`src/rtl/aipp_sched_pkg.sv`:
```
// rtl/aipp_sched_pkg.sv - shared types, defaults and bit-search helpers for the lease scheduler
package aipp_sched_pkg;

  typedef enum logic [1:0] {
    IDLE  = 2'd0,
    RAMP  = 2'd1,
    RUN   = 2'd2,
    DRAIN = 2'd3
  } sched_state_e;

  localparam int DEF_NUM_REQ      = 4;
  localparam int DEF_NUM_CLUSTERS = 16;
  localparam int DEF_RAMP_GAP     = 8;
  localparam int DEF_LEN_W        = 16;
  localparam int MAX_CLUSTERS     = 64;

  function automatic int lowest_set_idx(input logic [MAX_CLUSTERS-1:0] v);
    int idx;
    idx = 0;
    for (int i = MAX_CLUSTERS - 1; i >= 0; i--) begin
      if (v[i]) idx = i;
    end
    return idx;
  endfunction

  function automatic int highest_set_idx(input logic [MAX_CLUSTERS-1:0] v);
    int idx;
    idx = 0;
    for (int i = 0; i < MAX_CLUSTERS; i++) begin
      if (v[i]) idx = i;
    end
    return idx;
  endfunction

endpackage

```
`src/rtl/aipp_rr_arbiter.sv`:
```
// rtl/aipp_rr_arbiter.sv - round-robin one-hot grant; search starts one past the last winner
module aipp_rr_arbiter #(
  parameter int NUM_REQ = 4
) (
  input  logic                       clk,
  input  logic                       rst_n,
  input  logic [NUM_REQ-1:0]         req,
  input  logic                       enable,
  output logic [NUM_REQ-1:0]         grant,
  output logic [$clog2(NUM_REQ)-1:0] grant_idx
);

  localparam int IDX_W = $clog2(NUM_REQ);

  logic [IDX_W-1:0] ptr;
  logic [IDX_W:0]   cand;
  logic             found;

  always_comb begin
    grant     = '0;
    grant_idx = '0;
    found     = 1'b0;
    cand      = '0;
    for (int off = 0; off < NUM_REQ; off++) begin
      cand = {1'b0, ptr} + (IDX_W+1)'(off);
      if (cand >= (IDX_W+1)'(NUM_REQ)) cand = cand - (IDX_W+1)'(NUM_REQ);
      if (!found && req[cand[IDX_W-1:0]]) begin
        found     = 1'b1;
        grant_idx = cand[IDX_W-1:0];
      end
    end
    if (enable && found) grant[grant_idx] = 1'b1;
  end

  // A granted request always transfers, so the pointer advances on every grant.
  always_ff @(posedge clk or negedge rst_n) begin
    if (!rst_n) begin
      ptr <= '0;
    end else if (enable && found) begin
      ptr <= (grant_idx == IDX_W'(NUM_REQ - 1)) ? '0 : grant_idx + IDX_W'(1);
    end
  end

endmodule

```
`src/rtl/aipp_dispatch_lease_scheduler.sv`:
```
// rtl/aipp_dispatch_lease_scheduler.sv - grants compute leases and staggers cluster clock enables
module aipp_dispatch_lease_scheduler
  import aipp_sched_pkg::*;
#(
  parameter int NUM_REQ      = DEF_NUM_REQ,
  parameter int NUM_CLUSTERS = DEF_NUM_CLUSTERS,
  parameter int RAMP_GAP     = DEF_RAMP_GAP,
  parameter int LEN_W        = DEF_LEN_W
) (
  input  logic                            clk_omega,
  input  logic                            rst_n,
  input  logic [NUM_REQ-1:0]              req_valid,
  input  logic [NUM_REQ*NUM_CLUSTERS-1:0] req_cluster_mask,
  input  logic [NUM_REQ*LEN_W-1:0]        req_burst_len,
  output logic [NUM_REQ-1:0]              req_ready,
  input  logic                            token_valid,
  input  logic                            token_revoke,
  output logic [NUM_CLUSTERS-1:0]         cluster_clock_en,
  output logic [NUM_CLUSTERS-1:0]         cluster_bias_ctrl,
  output logic                            dispatch_ready,
  output logic [$clog2(NUM_REQ)-1:0]      grant_id,
  output logic                            done_pulse,
  output logic                            abort_pulse
);

  localparam int IDX_W = $clog2(NUM_REQ);
  localparam int GAP_W = (RAMP_GAP > 1) ? $clog2(RAMP_GAP) : 1;
  localparam logic [GAP_W-1:0] GAP_RELOAD = GAP_W'(RAMP_GAP - 1);

  sched_state_e            state, state_nxt;
  logic [NUM_CLUSTERS-1:0] pend, pend_nxt, en_nxt;
  logic [NUM_CLUSTERS-1:0] win_mask, low_bit, high_bit, pend_after, en_cleared;
  logic [LEN_W-1:0]        len_q, len_nxt, run_cnt, run_nxt, win_len;
  logic [GAP_W-1:0]        gap, gap_nxt;
  logic [IDX_W-1:0]        grant_idx, grant_id_nxt;
  logic                    dr_nxt, done_nxt, abort_nxt, abort_flag, abort_flag_nxt;
  logic                    arb_enable, accept, token_bad;

  // Pulse cycles are kept grant-free so the CP sees completion before re-arbitration.
  assign arb_enable = rst_n && (state == IDLE) && token_valid && !token_revoke
                      && !done_pulse && !abort_pulse;
  assign accept     = |req_ready;
  assign token_bad  = !token_valid || token_revoke;

  aipp_rr_arbiter #(.NUM_REQ(NUM_REQ)) u_arb (
    .clk       (clk_omega),
    .rst_n     (rst_n),
    .req       (req_valid),
    .enable    (arb_enable),
    .grant     (req_ready),
    .grant_idx (grant_idx)
  );

  always_comb begin
    win_mask = '0;
    win_len  = '0;
    for (int i = 0; i < NUM_REQ; i++) begin
      if (req_ready[i]) begin
        win_mask = req_cluster_mask[i*NUM_CLUSTERS +: NUM_CLUSTERS];
        win_len  = req_burst_len[i*LEN_W +: LEN_W];
      end
    end
  end

  assign low_bit    = NUM_CLUSTERS'(1) << lowest_set_idx(MAX_CLUSTERS'(pend));
  assign high_bit   = NUM_CLUSTERS'(1) << highest_set_idx(MAX_CLUSTERS'(cluster_clock_en));
  assign pend_after = pend & ~low_bit;
  assign en_cleared = cluster_clock_en & ~high_bit;

  always_comb begin
    state_nxt      = state;
    pend_nxt       = pend;
    len_nxt        = len_q;
    run_nxt        = run_cnt;
    gap_nxt        = gap;
    en_nxt         = cluster_clock_en;
    dr_nxt         = dispatch_ready;
    grant_id_nxt   = grant_id;
    abort_flag_nxt = abort_flag;
    done_nxt       = 1'b0;
    abort_nxt      = 1'b0;
    case (state)
      IDLE: begin
        if (accept) begin
          pend_nxt       = win_mask;
          len_nxt        = win_len;
          grant_id_nxt   = grant_idx;
          gap_nxt        = '0;
          abort_flag_nxt = 1'b0;
          state_nxt      = RAMP;
        end
      end
      RAMP: begin
        if (token_bad) begin
          state_nxt      = DRAIN;
          gap_nxt        = '0;
          abort_flag_nxt = 1'b1;
          pend_nxt       = '0;
          dr_nxt         = 1'b0;
        end else if (pend == '0) begin
          state_nxt = IDLE;
          done_nxt  = 1'b1;
        end else if (gap == '0) begin
          en_nxt   = cluster_clock_en | low_bit;
          pend_nxt = pend_after;
          gap_nxt  = GAP_RELOAD;
          if (pend_after == '0) begin
            state_nxt = RUN;
            dr_nxt    = 1'b1;
            run_nxt   = (len_q == '0) ? LEN_W'(1) : len_q;
          end
        end else begin
          gap_nxt = gap - GAP_W'(1);
        end
      end
      RUN: begin
        if (token_bad) begin
          state_nxt      = DRAIN;
          gap_nxt        = '0;
          abort_flag_nxt = 1'b1;
          pend_nxt       = '0;
          dr_nxt         = 1'b0;
        end else if (run_cnt == LEN_W'(1)) begin
          state_nxt = DRAIN;
          dr_nxt    = 1'b0;
          gap_nxt   = '0;
        end else begin
          run_nxt = run_cnt - LEN_W'(1);
        end
      end
      DRAIN: begin
        // An abort before any enable reaches here with nothing to clear and finishes at once.
        if (gap == '0) begin
          en_nxt  = en_cleared;
          gap_nxt = GAP_RELOAD;
          if (en_cleared == '0) begin
            state_nxt = IDLE;
            done_nxt  = !abort_flag;
            abort_nxt = abort_flag;
          end
        end else begin
          gap_nxt = gap - GAP_W'(1);
        end
      end
      default: state_nxt = IDLE;
    endcase
  end

  always_ff @(posedge clk_omega or negedge rst_n) begin
    if (!rst_n) begin
      state             <= IDLE;
      pend              <= '0;
      len_q             <= '0;
      run_cnt           <= '0;
      gap               <= '0;
      cluster_clock_en  <= '0;
      cluster_bias_ctrl <= '1;
      dispatch_ready    <= 1'b0;
      grant_id          <= '0;
      done_pulse        <= 1'b0;
      abort_pulse       <= 1'b0;
      abort_flag        <= 1'b0;
    end else begin
      state             <= state_nxt;
      pend              <= pend_nxt;
      len_q             <= len_nxt;
      run_cnt           <= run_nxt;
      gap               <= gap_nxt;
      cluster_clock_en  <= en_nxt;
      cluster_bias_ctrl <= ~en_nxt;
      dispatch_ready    <= dr_nxt;
      grant_id          <= grant_id_nxt;
      done_pulse        <= done_nxt;
      abort_pulse       <= abort_nxt;
      abort_flag        <= abort_flag_nxt;
    end
  end

endmodule
```
`config.mk`:
```
export PLATFORM = sky130hd
export DESIGN_NAME = aipp_dispatch_lease_scheduler
export DESIGN_NICKNAME = d
export VERILOG_FILES = /design/src/rtl/aipp_sched_pkg.sv /design/src/rtl/aipp_rr_arbiter.sv /design/src/rtl/aipp_dispatch_lease_scheduler.sv
export SDC_FILE = /design/constraint.sdc
export NUM_CORES = 1
export LEC_CHECK = 0
export ABC_AREA = 1
export CAP_MARGIN = 20
export CELL_PAD_IN_SITES_DETAIL_PLACEMENT = 1
export CELL_PAD_IN_SITES_GLOBAL_PLACEMENT = 2
export CORE_MARGIN = 2
export CORE_UTILIZATION = 27
export DETAILED_ROUTE_END_ITERATION = 8
export PLACE_DENSITY = 0.84
export SYNTH_ARGS = -nofsm -noshare
export SYNTH_HDL_FRONTEND = slang
export SYNTH_SLANG_ARGS = --single-unit
export TNS_END_PERCENT = 30
```
`constraint.sdc`:
```
create_clock -name clk_omega -period 4.8 [get_ports clk_omega]
set_clock_uncertainty 0.15 [all_clocks]
set_input_delay 1.44 -clock clk_omega [delete_from_list [all_inputs] [get_ports clk_omega]]
set_output_delay 1.44 -clock clk_omega [all_outputs]
set_load 0.01 [all_outputs]
```
## Word-level counts from Yosys, hierarchy flattened

Cells that the tools add are included.

| cells by class | value |
|---|---|
| eq/ne operators | 22 |
| $lt $le $gt $ge | 10 |
| reductions and logical operators | 37 |
| shift-type cells | 2 |
| $add $sub $neg | 10 |
| bitwise operators | 6 |
| muxes and demuxes | 117 |

Operator list:

| kind | number |
|---|---|
| 32-bit 2-to-1 mux | 29 |
| 16-bit 2-to-1 mux | 24 |
| 16-bit zero test | 4 |
| 16-bit case mux with 2 select lines | 2 |
| 1-bit by 32-bit left shift with 16-bit output, first input constant | 2 |
| 16-bit NOT | 3 |
| 16-bit case mux with 3 select lines | 1 |
| 2-bit 2-to-1 mux | 18 |
| 16-bit AND | 2 |
| 1-bit 2-to-1 mux | 25 |
| 2-bit != test, second input constant | 10 |
| 3-bit 2-to-1 mux | 6 |
| 16-bit by 1-bit == test with 1-bit output, second input constant | 1 |
| 16-bit bitwise OR | 1 |
| 16-bit by 1-bit subtractor with 16-bit output, second input constant | 1 |
| 2-bit by 3-bit less-than comparator with 1-bit output, second input constant | 5 |
| 3-bit != test, second input constant | 4 |
| 3-bit case mux with 4 select lines | 1 |
| 1-bit logical AND | 10 |
| 5-bit AND reduction | 2 |
| 3-bit greater-or-equal comparator, second input constant | 3 |
| 1-bit binary-select mux with 2-bit select | 4 |
| 1-bit zero test | 8 |
| 4-bit 2-to-1 mux | 2 |
| 25 further kinds | 36 |

| word-level totals | value |
|---|---|
| flip-flop bits (word level) | 93 |
| output and inout port bits | 41 |
| word-level logic and storage cells | 217 |

## Logic depth before layout (Yosys ltp)

| logic depth | value |
|---|---|
| depth after elaboration | 25 |
| gate-level depth with buffers | 27 |

## Cells and area by module

A second synthesis with hierarchy kept.

| unflattened totals | value |
|---|---|
| cell total of the unflattened synthesis | 954 |
| area, all modules | 6729.0 µm² |

Modules (own cells, without submodules):

| module | cells an instance | instances | area an instance (µm²) |
|---|---|---|---|
| aipp_dispatch_lease_scheduler | 877 | 1 | 6276.0 |
| aipp_rr_arbiter | 77 | 1 | 452.9 |

## Least setup slack after synthesis

Ideal clock, no wire load.

| timing path | value |
|---|---|
| path kind | input to output |
| start | input port req_valid[3] |
| end | output port req_ready[1] |
| stages | 16 |
| setup slack | 32 ps |
| arrival | 3178 ps |
| buffers on the path | 2 |
| path through | inv_1 > o21ai_0 > inv_1 > nor2_1 > a21oi_2 > nand3_1 > nand3_1 > o21ai_0 > nand2_1 > o21a_1 > inv_1 > ha_1 > inv_1 > nor2_2 > buf_2 > buf_2 |

| between the ends | value |
|---|---|
| cells in the longest elaborated chain, start to end | 17 |
| elaborated cells on any way between the ends | 29 |
| classes of those cells | order compare (2); mux (19); reduce/logical (8) |

RTL lines:

| element | line | RTL |
|---|---|---|
| start, declared | aipp_dispatch_lease_scheduler.sv:12 | `input logic [NUM_REQ-1:0] req_valid,` |
| 1-bit binary-select mux with 2-bit select | aipp_rr_arbiter.sv:27 | `if (!found && req[cand[IDX_W-1:0]]) begin` |
| 1-bit 2-to-1 mux (implied by the code) | aipp_rr_arbiter.sv:27 |  |
| 1-bit 2-to-1 mux | aipp_rr_arbiter.sv:27 |  |
| 1-bit zero test | aipp_rr_arbiter.sv:27 |  |
| 1-bit logical AND | aipp_rr_arbiter.sv:27 |  |
| 1-bit 2-to-1 mux | aipp_rr_arbiter.sv:27 |  |
| 1-bit zero test | aipp_rr_arbiter.sv:27 |  |
| 1-bit logical AND | aipp_rr_arbiter.sv:27 |  |
| [2 not listed] | - |  |
| 1-bit logical AND | aipp_rr_arbiter.sv:27 |  |
| 2-bit 2-to-1 mux * | aipp_rr_arbiter.sv:27 |  |
| via grant_idx[1] | aipp_dispatch_lease_scheduler.sv:35 | `logic [IDX_W-1:0] grant_idx, grant_id_nxt;` |
| 2-bit by 3-bit less-than comparator with 1-bit output (implied by the code) / 2-bit by 1-bit greater-or-equal comparator with 1-bit output (equally long branches) | aipp_rr_arbiter.sv:32 | `if (enable && found) grant[grant_idx] = 1'b1;` |
| 1-bit logical AND (implied by the code) | aipp_rr_arbiter.sv:32 |  |
| 1-bit 2-to-1 mux (implied by the code) | aipp_rr_arbiter.sv:32 |  |
| 1-bit demux with 2-bit select * | - |  |
| 4-bit 2-to-1 mux * | aipp_rr_arbiter.sv:32 |  |
| end, declared | aipp_dispatch_lease_scheduler.sv:15 | `output logic [NUM_REQ-1:0] req_ready,` |

Mark *: on every way through the listed nets, which the timed path passes. The rest lies on a longest branch. The select of a mux whose other input is x is not followed.

## Worst setup path in the final report

| timing path | value |
|---|---|
| start | input port req_valid[1] |
| end | output port req_ready[3] |

The elaborated chain is that of the path after synthesis.

==> metrics <==
status complete, no violations; clk slew on worst S/H paths 0.07 ns; net count after synthesis 1141; crit path time final 4.73 ns; Worst Setup Path Type primary input to output pin; type of origin of the critical path primary input; leading area contributor after synthesis dfrtp_1; routed wire length 25200 um; max cap viols 0; vias in the first global route between 7000 and 8000; CP Capture Type output pin; IO Count 177; hold path cells 1; Final Instance Area 9470 um^2; setup slack after layout 0.0730 ns; CTS Root Cell clkbuf_16; wire length per cell ~17 um; DRT Pass-1 Iters 4; Post-synth ARST share 100%; final setup vio count 0; share of cells above drive strength 1 13.1%; Overall Power 5.97 mW; Seq/Total Area, Yosys 34.5%; Via Count 7385; CP arrival between 3 and 4 ns; CP Max Fanout 3; drt drc 0; Setup TNS 0 ns; hold crit path type flop to flop; gate count of the mapped netlist ~1000; CTS tree yes; Switching Fraction 50.3%; Slew HR ~44%; Num CTS Buffers 9; Sequential Power Share 25.6%; gp weighted congestion approximately 0.90; EDFF count, synth 0; Post-CTS Hold Fix Bufs 0; post-synth cell types 49; initial core utilization 27.2%; nets 1318; Max IR drop VDD about 250 uV; Core Rows 58; logic gate share of total power between 60% and 70%; DR iter-0 viols 351; RR Endpoint state[0]$_DFFE_PN0P_; post-synthesis register bit count 93; Data required, critical path roughly 3.2 ns; Worst Hold Endpoint done_pulse$_DFF_PN0_; maximum number of pins on one net before global-route repair 68; Area Growth Syn to Fin 39.3%; syn avg cell area 6.85 um^2; worst skew pair latency 0.35 ns; core area 25000 um^2; HPWL after DPL 19700 um; pre-CTS setup slack -0.713 ns; R2R depth 22; PD cells between 600 and 700 nW/um^2; max frequency 212 MHz; first-pass GRT wire length 39900 um; Worst-Margin Slew around 0.84 ns; internal power 2.97 mW; YS warnings 0; die area 26500 um^2; R2R Path Start u_arb.ptr[0]$_DFFE_PN0P_; power share of the clock group 11.9%; Hold Fails Final Rpt 0; top cells by area, synth dfrtp_1 (28%), nand2_1 (14%), nand3_1 (7.7%), inv_1 (6.6%), dfstp_2 (6.2%); switching power 3.00 mW; setup slack, reg-to-reg 0.94 ns; grt total ovfl 0; clk sinks 93; deepest clock path buffer count 2; P_leak 4.32 nW; hold path startpoint abort_flag$_DFFE_PN0P_; DIE HEIGHT 163 um; Placed Area 8980 um^2; Total GRT Usage 19.1%; ANT cells 0; synthesized cell area a little under 7000 um^2; vias per cell about 4.9; post-route clock period utilization 98.5%; initial antenna violation count 0; H-tree Lvls 3; die width 163 um; top_reg_cell synth dfrtp_1; top cell type's share of synthesized area 28.3%; number of port buffers 176; fin. max-slew vios 0; Routed Antenna Nets 0
==> metal layers <==
layer	vias up	share of wire [%]	track usage, %
met5	-	0	0
met4	0	1.3	4.34
met3	19	6.7	5.12
met2	195	46	32.1
met1	3509	46	24.6
li1	3662	-	-
==> logic make-up (layout without fill, tap and decap cells) <==
logic type      after synthesis  after routing  synth area share, %
simple gates                506            506                 33.0
compound gates              189            189                 18.3
buf+inv                     184            366                 10.9
flops                        93             93                 34.5
fa+ha+maj                    13             13                 2.39
xor+xnor                      7              7                0.902
==> what timing repair did <==
action / 4_1_cts / 5_1_grt
buffers inserted: 7 / 1
resized for setup: 51 / 30
pin swaps: 18 / 10
hold endpoints to repair: 0 / 0
setup endpoints to repair: 4 / 4
==> cell usage after synthesis, types with 5 or more instances <==
master    count
nor4_1        5
nor3_1       11
nand4_1      23
ha_1         13
nor2_1       73
a22oi_1      11
a211oi_1      7
inv_2        18
nand3_1     105
a21oi_1      23
xor2_1        5
dfrtp_1      77
o21ai_1      18
dfstp_2      16
buf_2        18
inv_1       119
a31oi_1      21
o211ai_1     32
clkbuf_1     21
nand2_2       8
nand2_1     262
o21ai_0      50
o221ai_1     10
==> worst max path at each step <==
stage	start	endpoint	cells past startpoint
4_1_cts	req_valid[2]	req_ready[1]	16
6_report	req_valid[1]	req_ready[3]	15
5_1_grt	req_valid[3]	req_ready[3]	16
2_1_floorplan	req_valid[3]	req_ready[1]	16
3_5_place_dp	req_valid[0]	req_ready[3]	15
3_3_place_gp	req_valid[0]	req_ready[3]	15
==> stage by stage <==
stage               cells  hold slack, ns  util, %
floorplan             992           0.308        -
global placement     1481           0.332     36.0
CTS                  1503           0.352     37.6
global route         1504           0.388     37.9
finish               1504           0.351     37.9
detailed placement   1481           0.336     36.0
==> critical path, stage by stage <==
cell	delay (ns)
clkdlybuf4s15_1	0.17
inv_2	0.09
o21ai_2	0.07
nand2_1	0.10
nand2_2	0.09
buf_4	0.15
nor2_4	0.12
nand2_2	0.07
nand2_1	0.08
o21a_1	0.18
buf_6	0.14
ha_4	0.13
inv_2	0.04
nor2_4	0.13
buf_6	0.12
==> flip-flops by register name, summed over array words and instances, names as in the netlist, named ones only <==
name and cells:
cluster_bias_ctrl 16, abort_flag 1, cluster_clock_en 16, pend 16, u_arb.ptr 2, state 1
abort_pulse 1, grant_id 2, done_pulse 1, dispatch_ready 1, len_q 16, gap 3
run_cnt 16
==> power by group through the flow <==
| stage | registers (mW) | clock network [mW] | logic, mW |
|---|---|---|---|
| after floorplan | 1.48 | 0 | 2.26 |
| after global placement | 1.53 | 0 | 3.35 |
| after detailed placement | 1.54 | 0 | 3.43 |
| after CTS | 1.53 | 0.736 | 3.60 |
| after global routing | 1.58 | 0.770 | 4.19 |
| final | 1.53 | 0.710 | 3.73 |
==> layout by cell type (no fill, tap or decap), drive strengths merged, types with 22 or more instances in the layout <==
master and n:
nand2 273, clkdlybuf4s50 167, inv 142, nand3 105
nor2 79, dfrtp 77, o21ai 68, buf 37
o211ai 35, nand4 27, a21oi 26, a31oi 22
==> cell type report <==
class | instances | area [um^2]
Clock inverter | 7 | 63.8
Timing Repair Buffer | 208 | 2020
Inverter | 142 | 548
Tap cell | 330 | 413
Clock buffer | 9 | 225
Sequential cell | 93 | 2350
Fill cell | 3166 | 15500
Multi-Input combinational cell | 715 | 3860
Power figures use the tool's default switching activity.
